File: config.mk
export PLATFORM = sky130hd
export DESIGN_NAME = btn_conditioner
export DESIGN_NICKNAME = d
export VERILOG_FILES = /design/src/rtl/btn_conditioner.sv
export SDC_FILE = /design/constraint.sdc
export NUM_CORES = 1
export LEC_CHECK = 0
export CAP_MARGIN = 20
export CORE_MARGIN = 3
export CORE_UTILIZATION = 49
export DETAILED_ROUTE_END_ITERATION = 16
export GPL_ROUTABILITY_DRIVEN = 0
export PLACE_DENSITY = 0.69
export SETUP_SLACK_MARGIN = 0.4
export SLEW_MARGIN = 10
export SYNTH_ARGS = -nofsm -noshare
export SYNTH_HDL_FRONTEND = slang
export SYNTH_SLANG_ARGS = --single-unit
File: constraint.sdc
create_clock -name clk -period 3.49 [get_ports clk]
set_clock_uncertainty 0.2 [all_clocks]
set_input_delay 0.5235 -clock clk [delete_from_list [all_inputs] [get_ports clk]]
set_output_delay 0.5235 -clock clk [all_outputs]
set_load 0.05 [all_outputs]
File: src/rtl/btn_conditioner.sv
// ============================================================================
// Module      : btn_conditioner
// Description : Two-flop synchronizer, per-channel debounce FSM with registered
//               press/release pulses; optional long-press pulse (BTN_LONGPRESS_EN).
// Revision    : 1.0 - initial release
// ============================================================================
`default_nettype none

module btn_conditioner #(
    parameter int N_BTN           = 4,
    parameter int DEBOUNCE_CYCLES = 1_000_000,
    parameter int LONG_CYCLES     = 50_000_000
) (
    input  logic             clk,
    input  logic             resetBtn,
    input  logic [N_BTN-1:0] btn_raw,
    output logic [N_BTN-1:0] btn_level,
    output logic [N_BTN-1:0] btn_press,
    output logic [N_BTN-1:0] btn_release,
    output logic [N_BTN-1:0] btn_long
);

    typedef enum logic [1:0] {
        S_IDLE         = 2'd0,
        S_PRESS_WAIT   = 2'd1,
        S_PRESSED      = 2'd2,
        S_RELEASE_WAIT = 2'd3
    } state_t;

    localparam int c_CW = $clog2(DEBOUNCE_CYCLES);
    // The edge that leaves IDLE/PRESSED already counts as the first stable sample.
    localparam logic [c_CW-1:0] c_CNT_LAST = c_CW'(DEBOUNCE_CYCLES - 2);

    if (DEBOUNCE_CYCLES < 2 || LONG_CYCLES < 1) begin : g_param_check
        $error("btn_conditioner: DEBOUNCE_CYCLES must be >= 2 and LONG_CYCLES >= 1");
    end

    logic [N_BTN-1:0] r_sync1;
    logic [N_BTN-1:0] r_sync2;

    always_ff @(posedge clk) begin
        if (!resetBtn) begin
            r_sync1 <= '0;
            r_sync2 <= '0;
        end else begin
            r_sync1 <= btn_raw;
            r_sync2 <= r_sync1;
        end
    end

    for (genvar i = 0; i < N_BTN; i++) begin : g_chan
        state_t          r_state;
        state_t          w_state_nxt;
        logic [c_CW-1:0] r_cnt;
        logic [c_CW-1:0] w_cnt_nxt;
        logic            r_level;
        logic            r_press;
        logic            r_release;
        logic            w_level_nxt;
        logic            w_press_nxt;
        logic            w_release_nxt;
        logic            w_s;

        assign w_s = r_sync2[i];

        always_ff @(posedge clk) begin
            if (!resetBtn) begin
                r_state   <= S_IDLE;
                r_cnt     <= '0;
                r_level   <= 1'b0;
                r_press   <= 1'b0;
                r_release <= 1'b0;
            end else begin
                r_state   <= w_state_nxt;
                r_cnt     <= w_cnt_nxt;
                r_level   <= w_level_nxt;
                r_press   <= w_press_nxt;
                r_release <= w_release_nxt;
            end
        end

        always_comb begin
            w_state_nxt   = r_state;
            w_cnt_nxt     = r_cnt;
            w_level_nxt   = r_level;
            w_press_nxt   = 1'b0;
            w_release_nxt = 1'b0;
            case (r_state)
                S_IDLE: begin
                    if (w_s) begin
                        w_state_nxt = S_PRESS_WAIT;
                        w_cnt_nxt   = '0;
                    end
                end
                S_PRESS_WAIT: begin
                    if (!w_s) begin
                        w_state_nxt = S_IDLE;
                        w_cnt_nxt   = '0;
                    end else if (r_cnt == c_CNT_LAST) begin
                        w_state_nxt = S_PRESSED;
                        w_cnt_nxt   = '0;
                        w_level_nxt = 1'b1;
                        w_press_nxt = 1'b1;
                    end else begin
                        w_cnt_nxt = r_cnt + 1'b1;
                    end
                end
                S_PRESSED: begin
                    if (!w_s) begin
                        w_state_nxt = S_RELEASE_WAIT;
                        w_cnt_nxt   = '0;
                    end
                end
                S_RELEASE_WAIT: begin
                    if (w_s) begin
                        w_state_nxt = S_PRESSED;
                        w_cnt_nxt   = '0;
                    end else if (r_cnt == c_CNT_LAST) begin
                        w_state_nxt   = S_IDLE;
                        w_cnt_nxt     = '0;
                        w_level_nxt   = 1'b0;
                        w_release_nxt = 1'b1;
                    end else begin
                        w_cnt_nxt = r_cnt + 1'b1;
                    end
                end
                default: begin
                    w_state_nxt = S_IDLE;
                    w_cnt_nxt   = '0;
                    w_level_nxt = 1'b0;
                end
            endcase
        end

        assign btn_level[i]   = r_level;
        assign btn_press[i]   = r_press;
        assign btn_release[i] = r_release;

`ifdef BTN_LONGPRESS_EN
        localparam int              c_LW      = $clog2(LONG_CYCLES + 1);
        localparam logic [c_LW-1:0] c_LONG    = c_LW'(LONG_CYCLES);
        localparam logic [c_LW-1:0] c_LONG_M1 = c_LW'(LONG_CYCLES - 1);

        logic [c_LW-1:0] r_hold;
        logic            r_long;

        // Saturating at LONG_CYCLES guarantees a single pulse per press.
        always_ff @(posedge clk) begin
            if (!resetBtn) begin
                r_hold <= '0;
                r_long <= 1'b0;
            end else begin
                r_long <= 1'b0;
                if (r_state == S_PRESS_WAIT && w_state_nxt == S_PRESSED) begin
                    r_hold <= '0;
                end else if ((r_state == S_PRESSED || r_state == S_RELEASE_WAIT) &&
                             r_hold != c_LONG) begin
                    r_hold <= r_hold + 1'b1;
                    if (r_hold == c_LONG_M1) begin
                        r_long <= 1'b1;
                    end
                end
            end
        end

        assign btn_long[i] = r_long;
`else
        assign btn_long[i] = 1'b0;
`endif
    end

endmodule

`default_nettype wire

==> results of run 1 <==
metrics by stage:
| step | util [%] | instance area [um^2] | worst slack, ps | hold WS (ps) |
|---|---|---|---|---|
| floorplan | - | 5540 | 1480 | 212 |
| global placement | 51.7 | 5650 | 1130 | 215 |
| detailed placement | 51.7 | 5650 | 1100 | 224 |
| CTS | 54.2 | 5930 | 1180 | 242 |
| global route | 54.2 | 5930 | 1020 | 261 |
| finish | 54.2 | 5930 | 1190 | 237 |
routing by layer:
metal	wire length [um]	vias to the layer above	GRT usage, %
li1	-	2311	-
met3	484	11	4.20
met2	5270	88	30.3
met1	5220	2131	23.7
met5	0	-	0
met4	128	0	6.17
registers in the layout, summed over array words and instances, names as in the netlist, named ones only:
signal / count
g_chan.r_state: 4
g_chan.r_level: 4
r_sync1: 4
r_sync2: 4
g_chan.r_release: 4
g_chan.r_cnt: 80
g_chan.r_press: 4
power groups by stage:
stage / sequential (mW) / clock (mW) / combinational [mW]
final: 1.25 / 0.966 / 0.0920
after global routing: 1.25 / 1.05 / 0.102
after CTS: 1.25 / 0.995 / 0.0928
after detailed placement: 1.28 / 0 / 0.0926
after global placement: 1.28 / 0 / 0.0910
after floorplan: 1.27 / 0 / 0.0744
final cells by class:
class	instances	area, um^2
fillers	1018	5010
clock inverters	7	52.6
clock buffers	9	225
well taps	140	175
inverters	19	71.3
repair buffers	22	208
flip-flops and latches	108	2160
multi-input cells	483	3030
path summary, 6_finish.rpt:
path | startpoint | end | cells after the start
worst max-delay path | g_chan[2].r_cnt[8] | g_chan[2].r_cnt[17] | 5
worst min-delay path | r_sync1[2] | r_sync2[2] | 1
worst min register to register | r_sync1[2] | r_sync2[2] | 1
worst max register to register | g_chan[2].r_cnt[8] | g_chan[2].r_cnt[17] | 5
worst max-delay path: cells and delay by family, from the launching register on:
family / cells / cell delay, ps
compound gates: 2 / 660
simple gates: 3 / 970
flops: 1 / 340
Yosys cell counts, drive strengths merged (4+ instances only):
library cell / number / area share (%)
a41oi: 6 / 0.95
inv: 19 / 1.3
and3: 12 / 1.4
a31oi: 20 / 2.3
clkbuf: 13 / 0.93
nor4: 11 / 1.9
nor3b: 5 / 0.68
nand4: 30 / 3.4
mux2i: 7 / 1.3
buf: 32 / 4.0
and4: 8 / 1.3
nand2: 57 / 3.9
nor4b: 6 / 1.1
ha: 8 / 1.8
o211ai: 6 / 0.91
or2: 4 / 0.45
and2: 16 / 1.8
nor4bb: 5 / 0.91
dfxtp: 108 / 39
nor3: 17 / 1.7
a22o: 6 / 0.95
a21o: 5 / 0.68
a21oi: 31 / 3.1
xor2: 15 / 2.8
o21ai: 13 / 1.3
nand2b: 12 / 1.4
xnor2: 23 / 3.6
nand3: 44 / 4.0
nor2: 74 / 5.0
cells by family (layout without fill, tap and decap cells):
logic type / after synthesis / count (layout) / synth area share, %
mux: 7 / 7 / 1.27
compound gates: 111 / 111 / 14.1
other cells: 1 / 4 / 0.0678
fa+ha+maj: 8 / 8 / 1.81
buf+inv: 64 / 57 / 6.27
flops: 108 / 108 / 39.1
simple gates: 315 / 315 / 31.0
xor+xnor: 38 / 38 / 6.43
==> summary.txt, run 1 <==
Critical path
  • CP max FO: 12
  • Critical path capture point type: flip-flop
  • R2r setup slk: 1190 ps
  • Crit path DAT: 2330 ps
  • CP startpoint kind: flip-flop
  • Crit-path cells: or4b_1 -> nor3_2 -> a21oi_2 -> o21ai_2 -> nor2_1
  • WP data required: 3520 ps
  • CP max stage cell: or4b_1
  • Largest stage delay, worst path: 560 ps
  • WS Path Type: reg2reg

Logic synthesis
  • Post-Synthesis Cells: 652
  • Synth Register Bits: 108
  • Sequential-to-total area share from yosys stat: 39.1%
  • Synthesized cell area: 5530 um^2
  • Top FF cell, synth: dfxtp_1
  • Number of synthesized flops with an enable pin: 0
  • Synth cell types: 68
  • Async set-reset flop share out of synthesis: 0%
  • Avg Cell Area, Syn: 8.48 um^2
  • Synth Warn #: 0

Global routing
  • Initial antenna violation count: 0
  • Gr ovfl total: 0
  • First-pass GRT wire length: 19,400 um
  • Vias in the first global route: 4,225
  • Global-route usage over all layers: 18.3%
  • Largest net degree at the start of global routing: 41

Timing
  • Final hold violations: 0
  • Slew Limit Fails: 0
  • Achievable frequency: 435 MHz
  • Final setup fails: 0
  • Setup_tns: 0 ps
  • RSZ-0062 raised after global routing: false
  • Tcrit/Tclk final: 65.9%
  • Slew @ Worst Pin: 647 ps
  • Max_slew headroom: 56.8%
  • Post-route minimum period: 2300 ps

Power and ir drop
  • Switching share of power: 23.8%
  • Power Density: 389 nW/um^2
  • Static leakage: 1.98 nW
  • Int Pwr: 1.76 mW
  • Maximum VDD drop: 0.286 mV
  • Sequential Power Share: 54.1%
  • Total power: 2.31 mW
  • Combinational fraction of design power: 4.0%
  • Clock power frac: 41.9%
  • Switching pwr: 0.550 mW

Finish
  • Commonest non-fill, non-tap cell in the layout: dfxtp_1
  • # diodes: 0
  • Area growth from synthesis to layout: 7.17%
  • Final cell count without fillers: 788
  • Layout Nets: 657
  • Commonest cells after routing, fill and taps aside: dfxtp_1, nor2_1, nand2_1
  • Layout cell share with drive strength beyond 1: 6.94%

Die
  • Die Area: 12,600 um^2
  • DIE WIDTH: 112 um
  • Die Ht: 112 um
  • Starting Density: 50.6%
  • CORE AREA: 10,900 um^2
  • Io pins: 22
  • FP Rows: 38

Clock network
  • Root buf cell: clkbuf_16
  • H-tree depth: 3
  • Cts repair resizes: 0
  • CTS Buf Count: 9
  • CTS clk-pin slew, worst paths: 80 ps
  • Clk sinks: 108
  • CTS Buffer Depth: 2
  • Clk_lat worst skew: 360 ps
  • CTS tree: built
  • Post-CTS Setup Inserts: 0
  • Hold_buf cts: 0

Placed design
  • PortBufs: 17
  • Hpwl dp: 7750 um
  • Placed insts: 772

Route
  • Vias: 4,541
  • Routed Antenna Nets: 0
  • 1st-pass router iterations: 4
  • Post-DR vias/cell: 5.76
  • # DRC: 0
  • Detailed router's first-iteration violation count: 207
  • Routed Wire Length: 11,100 um
  • Drt wl/cell: 14.1 um

Outcome
  • Status: completed

Flow run
  • Max-Cap Viols: 0

Hold path
  • Hold Path Class: reg2reg
No activity file was read; power rests on OpenSTA's default activity.
==> inputs of run 2 (changes only) <==
==> constraint.sdc (replaced) <==
create_clock -name clk -period 2.2 [get_ports clk]
set_clock_uncertainty 0.2 [all_clocks]
set_input_delay 0.33 -clock clk [delete_from_list [all_inputs] [get_ports clk]]
set_output_delay 0.33 -clock clk [all_outputs]
set_load 0.05 [all_outputs]
==> summary.txt, run 2 (same netlist as run 1, synthesis figures left out) <==
Critical path
  • CP max stage cell: dfxtp_4 (was or4b_1)
  • Crit path DAT: 2070 ps (was 2330 ps)
  • Crit-path cells: inv_4 -> ha_4 -> nor4bb_4 -> and3_4 -> a21oi_4 -> buf_6 -> buf_12 -> a32o_1 -> a21o_1 (was or4b_1 -> nor3_2 -> a21oi_2 -> o21ai_2 -> nor2_1)
  • Largest stage delay, worst path: 360 ps (was 560 ps)
  • Cells on worst reg2reg path: 9 (was 5)
  • CP max FO: 6 (was 12)
  • WP data required: 2260 ps (was 3520 ps)
  • RR Startpoint: g_chan[3].r_cnt[0] (was g_chan[2].r_cnt[8])
  • WP depth: 9 (was 5)
  • Critical path origin: g_chan[3].r_cnt[0] (was g_chan[2].r_cnt[8])
  • Critical path capture point type: flip-flop (unchanged)
  • Top delay family on crit path: simple AND/OR/NAND/NOR gates (unchanged)
  • WS Path Type: reg2reg (unchanged)
  • CP startpoint kind: flip-flop (unchanged)
  • Worst path bufs/invs: 3 (was 0)

Power and ir drop
  • Static leakage: 2.65 nW (was 1.98 nW)
  • Power Density: 501 nW/um^2 (was 389 nW/um^2)
  • Total power: 3.77 mW (was 2.31 mW)
  • Maximum VDD drop: 0.652 mV (was 0.286 mV)

Timing
  • RSZ-0062 raised after global routing: true (was false)
  • Post-route minimum period: 2010 ps (was 2300 ps)
  • Final setup fails: 0 (unchanged)
  • Achievable frequency: 497 MHz (was 435 MHz)
  • Slew Limit Fails: 0 (unchanged)
  • Tcrit/Tclk final: 91.4% (was 65.9%)
  • Setup_tns: 0 ps (unchanged)
  • Max_slew headroom: 64.5% (was 56.8%)
  • Slew @ Worst Pin: 530 ps (was 647 ps)
  • Final setup margin: 189 ps (was 1190 ps)
  • Final hold violations: 0 (unchanged)

Finish
  • Commonest cells after routing, fill and taps aside: nor2_1, buf_4, dfxtp_1 (was dfxtp_1, nor2_1, nand2_1)
  • Post-route cell area: 7530 um^2 (was 5930 um^2)
  • Commonest non-fill, non-tap cell in the layout: nor2_1 (was dfxtp_1)
  • Layout cell share with drive strength beyond 1: 39.9% (was 6.94%)
  • Layout Nets: 735 (was 657)
  • Biggest register: g_chan.r_cnt (unchanged)
  • # diodes: 0 (unchanged)
  • Number of flip-flops under the largest register name: 80 (unchanged)
  • Area growth from synthesis to layout: 36.1% (was 7.17%)

Global routing
  • Gr ovfl total: 0 (unchanged)
  • Global-route usage over all layers: 22.3% (was 18.3%)
  • Initial antenna violation count: 0 (unchanged)
  • First-pass GRT wire length: 23,400 um (was 19,400 um)
  • Largest net degree at the start of global routing: 41 (unchanged)
  • Vias in the first global route: 4,950 (was 4,225)

Clock network
  • Clk_lat worst skew: 360 ps (about the same)
  • H-tree depth: 3 (unchanged)
  • Root buf cell: clkbuf_16 (unchanged)
  • Clk sinks: 108 (unchanged)
  • Hold_buf cts: 0 (unchanged)
  • CTS tree: built (unchanged)
  • CTS Buffer Depth: 2 (unchanged)
  • CTS clk-pin slew, worst paths: 70 ps (was 80 ps)
  • CTS Buf Count: 9 (unchanged)

Placed design
  • Hpwl dp: 8220 um (was 7750 um)
  • PortBufs: 17 (unchanged)
  • Placed cell area: 5930 um^2 (was 5650 um^2)
  • Place WS: 21.5 ps (was 1100 ps)

Die
  • CORE AREA: 10,900 um^2 (unchanged)
  • FP Rows: 38 (unchanged)
  • Starting Density: 50.6% (unchanged)
  • Die Ht: 112 um (unchanged)
  • DIE WIDTH: 112 um (unchanged)
  • Io pins: 22 (unchanged)
  • Die Area: 12,600 um^2 (unchanged)

Hold path
  • Hold Path Depth: 1 (unchanged)
  • Hold Path Origin: r_sync1[3] (was r_sync1[2])
  • Hold Path Class: reg2reg (unchanged)

Route
  • # DRC: 0 (unchanged)
  • Routed Wire Length: 15,100 um (was 11,100 um)
  • 1st-pass router iterations: 5 (was 4)
  • Detailed router's first-iteration violation count: 321 (was 207)
  • Drt wl/cell: 17.4 um (was 14.1 um)
  • Vias: 5,175 (was 4,541)
  • Post-DR vias/cell: 5.98 (was 5.76)
  • Routed Antenna Nets: 0 (unchanged)

Flow run
  • Max-Cap Viols: 0 (unchanged)

Outcome
  • Status: completed (unchanged)
## run 2: cell count changes in the layout (fill, tap and decap cells not counted), sizes merged
cell	delta
buf	+76
clkbuf	+8
clkdlybuf4s15	+1
clkdlybuf4s50	-12
clkinv	-6
clkinvlp	+3
dlygate4sd2	+7
## run 2: final cells by class
class / instances / area [um^2]
multi-input cells: 483 / 3760
inverters: 19 / 73.8
flip-flops and latches: 108 / 2260
well taps: 140 / 175
fillers: 797 / 3410
repair buffers: 100 / 970
clock buffers: 11 / 253
clock inverters: 4 / 33.8
## run 2: repair_timing
action,CTS,global route
cloned,2,4
gates resized for setup,122,117
buffers inserted,44,8
pin swaps,48,37
setup endpoints to repair,106,104
## run 2: path summary, 6_finish.rpt
kind                                       endpoint  slack, ps
worst max-delay path            g_chan[3].r_cnt[18]        190
worst max register to register  g_chan[3].r_cnt[18]        190
worst min register to register           r_sync2[3]        250
worst min-delay path                     r_sync2[3]        250
## run 2: where the power goes
group	internal [mW]	switching (mW)	total, mW
combinational	0.0746	0.129	0.204
clock	0.833	0.765	1.60
sequential	1.95	0.0170	1.97
total	2.86	0.912	3.77
## run 2: metal layers
layer,wire (um),global-route usage [%]
met1,6310,26.6
met2,7820,39.1
met3,607,5.18
met4,357,8.57
met5,0,0
## run 2: stage by stage
step	utilization [%]	hold WS (ps)	std cells
floorplan	-	212	655
global placement	54.2	216	792
detailed placement	54.2	228	792
CTS	64.2	249	853
global route	68.8	274	865
finish	68.8	250	865
==> inputs of run 3 (changes only) <==
--- a/config.mk
+++ b/config.mk
@@ -9,8 +9,9 @@
 export CORE_MARGIN = 3
 export CORE_UTILIZATION = 49
 export DETAILED_ROUTE_END_ITERATION = 16
+export DONT_BUFFER_PORTS = 1
 export GPL_ROUTABILITY_DRIVEN = 0
-export PLACE_DENSITY = 0.69
+export PLACE_DENSITY = 0.67
 export SETUP_SLACK_MARGIN = 0.4
 export SLEW_MARGIN = 10
 export SYNTH_ARGS = -nofsm -noshare
==> constraint.sdc (replaced) <==
create_clock -name clk -period 2.5 [get_ports clk]
set_clock_uncertainty 0.2 [all_clocks]
set_input_delay 0.375 -clock clk [delete_from_list [all_inputs] [get_ports clk]]
set_output_delay 0.375 -clock clk [all_outputs]
set_load 0.05 [all_outputs]
==> summary.txt, run 3 (same netlist as run 1, synthesis figures left out) <==
Die
  • Die Ht: 112 um (unchanged)
  • Starting Density: 50.6% (unchanged)
  • Die Area: 12,600 um^2 (unchanged)
  • CORE AREA: 10,900 um^2 (unchanged)
  • Io pins: 22 (unchanged)
  • FP Rows: 38 (unchanged)
  • DIE WIDTH: 112 um (unchanged)

Finish
  • Final core occ: 57.6% (was 68.8%)
  • Layout Nets: 674 (was 735)
  • Filler cell count: 959 (was 797)
  • # diodes: 0 (unchanged)
  • Biggest register: g_chan.r_cnt (unchanged)
  • Post-route cell area: 6300 um^2 (was 7530 um^2)
  • Area growth from synthesis to layout: 13.9% (was 36.1%)
  • Commonest cells after routing, fill and taps aside: dfxtp_1, nor2_1, nand2_1 (was nor2_1, buf_4, dfxtp_1)
  • Number of flip-flops under the largest register name: 80 (unchanged)
  • Layout cell share with drive strength beyond 1: 15.3% (was 39.9%)
  • Commonest non-fill, non-tap cell in the layout: dfxtp_1 (was nor2_1)

Placed design
  • Placed cell area: 5550 um^2 (was 5930 um^2)
  • Hpwl dp: 8100 um (was 8220 um)
  • PortBufs: 0 (was 17)

Power and ir drop
  • Static leakage: 2.19 nW (was 2.65 nW)
  • Total power: 3.43 mW (was 3.77 mW)
  • Power Density: 544 nW/um^2 (was 501 nW/um^2)
  • Maximum VDD drop: 0.645 mV (was 0.652 mV)

Global routing
  • Global-route usage over all layers: 19.8% (was 22.3%)
  • Vias in the first global route: 4,412 (was 4,950)
  • Gr ovfl total: 0 (unchanged)
  • Largest net degree at the start of global routing: 28 (was 41)
  • Initial antenna violation count: 0 (unchanged)
  • First-pass GRT wire length: 20,700 um (was 23,400 um)

Timing
  • Min Hold Slack: 11.6 ps (was 250 ps)
  • Tcrit/Tclk final: 82.4% (was 91.4%)
  • Slew Limit Fails: 0 (unchanged)
  • Final hold violations: 0 (unchanged)
  • Post-route minimum period: 2060 ps (was 2010 ps)
  • Slew @ Worst Pin: 981 ps (was 530 ps)
  • Achievable frequency: 486 MHz (was 497 MHz)
  • Setup_tns: 0 ps (unchanged)
  • Final setup fails: 0 (unchanged)
  • Max_slew headroom: 34.4% (was 64.5%)
  • RSZ-0062 raised after global routing: true (unchanged)

Route
  • Post-DR vias/cell: 5.89 (was 5.98)
  • Detailed router's first-iteration violation count: 400 (was 321)
  • Routed Antenna Nets: 0 (unchanged)
  • Drt wl/cell: 15.3 um (was 17.4 um)
  • 1st-pass router iterations: 4 (was 5)
  • Routed Wire Length: 12,300 um (was 15,100 um)
  • # DRC: 0 (unchanged)
  • Vias: 4,741 (was 5,175)

Outcome
  • Status: completed (unchanged)

Critical path
  • Critical path capture point type: flip-flop (unchanged)
  • CP max FO: 7 (was 6)
  • WP data required: 2550 ps (was 2260 ps)
  • Crit path DAT: 2110 ps (was 2070 ps)
  • WS Path Type: reg2reg (unchanged)
  • CP startpoint kind: flip-flop (unchanged)

Clock network
  • H-tree depth: 3 (unchanged)
  • Root buf cell: clkbuf_16 (unchanged)
  • CTS tree: built (unchanged)
  • CTS Buffer Depth: 2 (unchanged)
  • Clk_lat worst skew: 360 ps (about the same)
  • CTS Buf Count: 9 (unchanged)
  • Clk sinks: 108 (unchanged)
  • CTS clk-pin slew, worst paths: 70 ps (about the same)

Flow run
  • Max-Cap Viols: 0 (unchanged)

Hold path
  • Hold Path Class: in2reg (was reg2reg)
run 3: changes by cell type in the layout (fill, tap and decap cells not counted), sizes merged, moves of 5 or more:
| cell | before | now |
|---|---|---|
| buf | 81 | 31 |
| clkbuf | 17 | 10 |
| dlygate4sd2 | 7 | 0 |
| dlygate4sd3 | 0 | 7 |
| clkdlybuf4s50 | 5 | 0 |
run 3: worst paths after layout:
path                           start            endpoint  cells after the start  slack [ps]
setup / recovery  g_chan[0].r_cnt[3]  g_chan[0].r_cnt[0]                      5         440
hold / removal              resetBtn   g_chan[1].r_level                      2          10
setup reg to reg  g_chan[0].r_cnt[3]  g_chan[0].r_cnt[0]                      5         440
hold reg to reg           r_sync1[0]          r_sync2[0]                      1         230
run 3: per-stage QoR:
step | setup slack [ps] | std cells
2_1_floorplan | 488 | 655
3_3_place_gp | 264 | 765
3_5_place_dp | 212 | 765
4_1_cts | 402 | 791
5_1_grt | 336 | 805
6_report | 440 | 805
run 3: area by class of cell:
| type | count | area, um^2 | area share, % |
|---|---|---|---|
| Tap cell | 140 | 175 | 2.78 |
| Sequential cell | 108 | 2180 | 34.7 |
| Inverter | 19 | 71.3 | 1.13 |
| Clock inverter | 7 | 98.8 | 1.57 |
| Clock buffer | 9 | 225 | 3.57 |
| Timing Repair Buffer | 39 | 325 | 5.16 |
| Multi-Input combinational cell | 483 | 3220 | 51.1 |
run 3: report_power, final:
group	switching, mW	internal (mW)
sequential	0.0235	1.73
combinational	0.0877	0.0418
clock	0.664	0.885
total	0.775	2.65
run 3: repair_timing:
action                                 in CTS  in global routing
endpoints found under the hold margin      26                  1
setup endpoints to repair                  36                 59
hold buffers                                6                  1
gates resized for setup                    12                 39
gates cloned                                0                  0
pin swaps                                   3                 15
setup buffers                               4                 11
run 3: per-layer routing:
| layer | global-route usage, % | up-vias | share of wire (%) |
|---|---|---|---|
| li1 | - | 2346 | - |
| met1 | 25.6 | 2270 | 46 |
| met2 | 31.5 | 103 | 47 |
| met3 | 6.04 | 22 | 5.2 |
| met4 | 7.13 | 0 | 1.6 |
| met5 | 0 | - | 0 |
run 3: worst max-delay path, stage by stage, from the launching register on:
cell	delay, ps
dfxtp_4	380
nand4_1	230
or4_4	670
o21bai_4	220
o21ai_0	90
and2_1	150
